### config.mk
export PLATFORM = sky130hd
export DESIGN_NAME = tcdm_initiator
export DESIGN_NICKNAME = d
export VERILOG_FILES = /design/src/rtl/tcdm_initiator.sv
export SDC_FILE = /design/constraint.sdc
export NUM_CORES = 1
export LEC_CHECK = 0
export CORE_MARGIN = 5
export CORE_UTILIZATION = 30
export DETAILED_ROUTE_END_ITERATION = 10
export DONT_BUFFER_PORTS = 1
export GPL_TIMING_DRIVEN = 1
export SLEW_MARGIN = 40
export SYNTH_ARGS = -nofsm -noshare
export SYNTH_HDL_FRONTEND = slang
export SYNTH_SLANG_ARGS = --single-unit
### constraint.sdc
create_clock -name clk_i -period 2.15 [get_ports clk_i]
set_input_delay 0.43 -clock clk_i [delete_from_list [all_inputs] [get_ports clk_i]]
set_output_delay 0.43 -clock clk_i [all_outputs]
set_load 0.01 [all_outputs]
### src/rtl/tcdm_initiator.sv
// TCDM initiator: forwards core requests to the interconnect and returns responses in issue order.
// Optional build macro TCDM_INITIATOR_META_CHECK_EN drops foreign-id responses and pulses err_o.
module tcdm_initiator #(
  parameter int unsigned AddrWidth = 32,
  parameter int unsigned DataWidth = 32,
  parameter int unsigned NumSlots  = 4,
  parameter int unsigned IdWidth   = 8,
  parameter int unsigned InitId    = 0,
  localparam int unsigned BeWidth   = DataWidth / 8,
  localparam int unsigned TagWidth  = $clog2(NumSlots),
  localparam int unsigned MetaWidth = IdWidth + TagWidth
) (
  input  logic                 clk_i,
  input  logic                 rst_ni,
  input  logic                 req_valid_i,
  output logic                 req_ready_o,
  input  logic [AddrWidth-1:0] req_addr_i,
  input  logic                 req_write_i,
  input  logic [3:0]           req_amo_i,
  input  logic [DataWidth-1:0] req_wdata_i,
  input  logic [BeWidth-1:0]   req_be_i,
  output logic                 resp_valid_o,
  input  logic                 resp_ready_i,
  output logic [DataWidth-1:0] resp_rdata_o,
  output logic                 out_valid_o,
  input  logic                 out_ready_i,
  output logic [AddrWidth-1:0] out_address_o,
  output logic                 out_write_o,
  output logic [3:0]           out_amo_o,
  output logic [DataWidth-1:0] out_wdata_o,
  output logic [BeWidth-1:0]   out_be_o,
  output logic [MetaWidth-1:0] out_meta_o,
  input  logic                 in_valid_i,
  output logic                 in_ready_o,
  input  logic [DataWidth-1:0] in_rdata_i,
  input  logic [MetaWidth-1:0] in_meta_i,
  output logic                 err_o
);

  typedef enum logic [1:0] {
    SLOT_FREE,
    SLOT_PENDING,
    SLOT_DONE
  } slot_state_e;

  localparam logic [IdWidth-1:0] OwnId = IdWidth'(InitId);

  slot_state_e          state_q [NumSlots];
  slot_state_e          state_d [NumSlots];
  logic [DataWidth-1:0] data_q  [NumSlots];
  logic [DataWidth-1:0] data_d  [NumSlots];
  logic [TagWidth-1:0]  head_q, head_d, tail_q, tail_d;

  logic                 posted, full, alloc, pop, rsp_pending, rsp_hit;
  logic [TagWidth-1:0]  rsp_tag;
  logic [IdWidth-1:0]   rsp_id;

  assign posted = req_write_i && (req_amo_i == 4'd0);

  always_comb begin
    full = 1'b1;
    for (int i = 0; i < NumSlots; i++) begin
      if (state_q[i] == SLOT_FREE) full = 1'b0;
    end
  end

  // Posted stores never need a slot, so they bypass the full stall.
  assign out_valid_o   = req_valid_i && (posted || !full);
  assign req_ready_o   = out_ready_i && (posted || !full);
  assign out_address_o = req_addr_i;
  assign out_write_o   = req_write_i;
  assign out_amo_o     = req_amo_i;
  assign out_wdata_o   = req_wdata_i;
  assign out_be_o      = req_be_i;
  assign out_meta_o    = {OwnId, (posted ? {TagWidth{1'b0}} : tail_q)};

  assign alloc        = req_valid_i && req_ready_o && !posted;
  assign resp_valid_o = (state_q[head_q] == SLOT_DONE);
  assign resp_rdata_o = data_q[head_q];
  assign pop          = resp_valid_o && resp_ready_i;
  assign in_ready_o   = 1'b1;

  assign rsp_tag     = in_meta_i[TagWidth-1:0];
  assign rsp_id      = in_meta_i[MetaWidth-1:TagWidth];
  assign rsp_pending = (state_q[rsp_tag] == SLOT_PENDING);

`ifdef TCDM_INITIATOR_META_CHECK_EN
  logic err_q;

  assign rsp_hit = in_valid_i && rsp_pending && (rsp_id == OwnId);
  assign err_o   = err_q;

  always_ff @(posedge clk_i or negedge rst_ni) begin
    if (!rst_ni) err_q <= 1'b0;
    else         err_q <= in_valid_i && !rsp_hit;
  end
`else
  logic unused_id;

  assign rsp_hit   = in_valid_i && rsp_pending;
  assign err_o     = 1'b0;
  assign unused_id = ^rsp_id;
`endif

  // Response, pop and allocate always target distinct slots (PENDING, DONE, FREE).
  always_comb begin
    state_d = state_q;
    data_d  = data_q;
    head_d  = head_q;
    tail_d  = tail_q;
    if (rsp_hit) begin
      state_d[rsp_tag] = SLOT_DONE;
      data_d[rsp_tag]  = in_rdata_i;
    end
    if (pop) begin
      state_d[head_q] = SLOT_FREE;
      head_d          = head_q + TagWidth'(1);
    end
    if (alloc) begin
      state_d[tail_q] = SLOT_PENDING;
      tail_d          = tail_q + TagWidth'(1);
    end
  end

  always_ff @(posedge clk_i or negedge rst_ni) begin
    if (!rst_ni) begin
      for (int i = 0; i < NumSlots; i++) begin
        state_q[i] <= SLOT_FREE;
        data_q[i]  <= '0;
      end
      head_q <= '0;
      tail_q <= '0;
    end else begin
      state_q <= state_d;
      data_q  <= data_d;
      head_q  <= head_d;
      tail_q  <= tail_d;
    end
  end

endmodule

==> key figures <==
STA
  – Max Clock Skew: between 0.006 and 0.007 ns
  – Hold slack: -0.2793 ns
  – Final Cycle Share: roughly 100%
  – RSZ-0062 raised after global routing: yes
  – Final Setup Violations: 0
  – Fmax: 472.3 MHz
  – Tmin final: 2.118 ns
  – Final slew viol count: 0
  – Final hold vios: between 100 and 150

Clock tree
  – CTS tree: yes
  – Clock sink total: 140
  – Depth of the CTS H-tree: 4
  – Skew-Pair Late Insertion Delay: approximately 0.41 ns
  – Clock root cell: clkbuf_16
  – CTS Buf Count: 17
  – Longest Clk Path Bufs: 2
  – Clock-pin slew on the worst setup and hold paths: roughly 0.060 ns

Finish
  – NumNets Final: around 530
  – FILL cells: about 2200
  – Syn-to-layout area delta: 7.257%
  – Commonest non-fill, non-tap cell in the layout: dfrtp_1
  – Share of layout cells above drive strength 1: 52.29%
  – Ant. Diodes: 0
  – Most frequent cells in the layout: dfrtp_1, mux2_2, mux4_2, clkbuf_16, conb_1

Worst setup path
  – Reg2Reg Setup Slack: between 0.3 and 0.4 ns
  – Required @ worst endpoint: 1.72 ns
  – CP max FO: 6
  – WP data arrival: between 1.5 and 2 ns
  – WS Path Type: reg2out
  – Critical Path End Type: primary output
  – Critical Path Start Type: flip-flop

Pwr
  – Power density over cell area: roughly 1600 nW/µm²
  – VDD IR-drop max: approximately 500 µV
  – Power, Total: between 0.01 and 0.015 W
  – Pleak: between 3 and 4 nW

Min path
  – Hold crit path type: in2async

Drt
  – DR vias/cell: just under 5
  – Routed via count: around 3400
  – WL/cell: 21.88 µm
  – WL final: roughly 15 mm
  – Final antenna-violating net count: 0
  – DR iter-0 viols: 128
  – Drc violations: 0
  – Pre-antenna DRT Iters: 3

Placed design
  – RePlAce Congestion: 0.7233
  – Hpwl dp: around 9.6 mm
  – # port buffers: 0

Yosys
  – Synth Register Bits: 140
  – Mapped Avg Cell Area: roughly 15 µm²
  – Seq/Total Area, Yosys: about 51%
  – Synth Warn #: 0
  – Syn Inst Count: ~470
  – Synth cell types: 27
  – Synth Cell Area: just under 7000 µm²

Floorplan
  – Initial core utilization: roughly 30%
  – Row cnt: 55
  – Die X: 161.4 µm
  – Die Area: ~26000 µm²
  – Die Ht: 161.4 µm
  – Core footprint: 22640 µm²
  – I/O pin total: ~240

GRT
  – First-pass GRT wire length: approximately 24 mm
  – GR Util met3: approximately 4.8%
  – Total gr overflow: 0
  – Largest net degree at the start of global routing: between 100 and 150
  – Grt met1 use: a little over an eighth
  – Initial antenna violation count: 1
  – Global Route met2 Usage: approximately a fifth
  – Vias in the first global route: between 4000 and 5000
  – Tot GR Track Use: a little under an eighth
  – Global routing's busiest layer: met2

Run
  – Max_cap viols: 0

Status
  – Failing checks: hold timing
  – Status: complete, but fails checks
==> Yosys cell counts, drive strengths merged <==
master  instances  share of area (%)
buf            96                 10
nor3            1               0.24
nand4           2               0.18
inv             6               0.33
nand3           6               0.44
ha              8                1.5
a32o            4               0.58
o21ai           1              0.073
xnor2           2               0.25
nor2            8               0.44
mux2          129                 21
o22ai           2               0.18
conb            2               0.11
a221oi          4               0.87
and2            4               0.36
nand2           1              0.055
clkbuf          9               0.49
nor2b           6               0.55
and4b           1               0.15
nor4            1              0.091
a31oi           1              0.091
nand2b          1              0.091
mux4           33                 11
dfrtp         140                 51
==> area by class of cell <==
class	instances	area, µm²	area share, %
multi-input cells	225	2666	36.14
flip-flops and latches	140	3506	47.52
repair buffers	13	227.7	3.086
clock buffers	20	466.7	6.325
inverters	6	22.52	0.3052
clock inverters	11	132.6	1.798
well taps	285	356.6	4.833
==> power by group <==
group,internal [W],switching (W),total (W)
clock network,0.00181,0.00112,0.00294
registers,0.00396,0.000699,0.00465
logic,0.00238,0.00183,0.00421
==> worst paths after layout <==
check / start / endpoint / cells after the start
min in group clk_i: in_rdata_i[12] / data_q[108] / 1
hold / removal: rst_ni / data_q[9] / 0
max in group asynchronous: rst_ni / head_q[0] / 0
hold reg to reg: data_q[47] / data_q[47] / 1
setup / recovery: head_q[0] / resp_rdata_o[11] / 3
setup reg to reg: state_q[1] / state_q[7] / 4
==> cell families after synthesis <==
logic type / share of synthesized area, %
and+or+nand+nor: 2.583
buffers and inverters: 10.95
AOI/OAI and AO/OA: 1.801
DFF: 50.93
other: 0.1092
adders and majority gates: 1.455
muxes: 31.92
xor gates and xnor gates: 0.2547
==> flip-flops by register name, indices dropped and copies added, names as in the netlist <==
signal and cells:
state_q 8, data_q 128, head_q 2, tail_q 2
==> what timing repair did <==
item	4_1_cts	5_1_grt
setup endpoints to repair	27	32
hold endpoints to repair	140	140
resized for setup	0	4
setup buffers	0	1
gates cloned	0	3
==> critical path: stages, from the launching register on <==
cell and delay [ns]:
dfrtp_2 0.40, buf_12 0.15, clkbuf_16 0.17, mux4_2 0.56
==> metal layers <==
layer	routed length [µm]	share of wire [%]
met1	5984	39
met2	7716	50
met3	1166	7.6
met4	450	2.9
met5	0	0
==> stage by stage <==
step | std cells | TNS, ns | util [%] | setup slack (ns) | cell area (µm²)
6_report | 700 | 0 | 32.59 | 0.03248 | 7378
5_1_grt | 700 | -0.6333 | 32.59 | -0.03488 | 7378
4_1_cts | 696 | -0.3907 | 32.16 | -0.03835 | 7281
3_5_place_dp | 665 | 0 | 29.51 | 0.3227 | 6681
3_3_place_gp | 665 | 0 | 29.51 | 0.3628 | 6681
2_1_floorplan | 476 | 0 | - | 0.3447 | 6909
No activity file was read; power rests on OpenSTA's default activity.
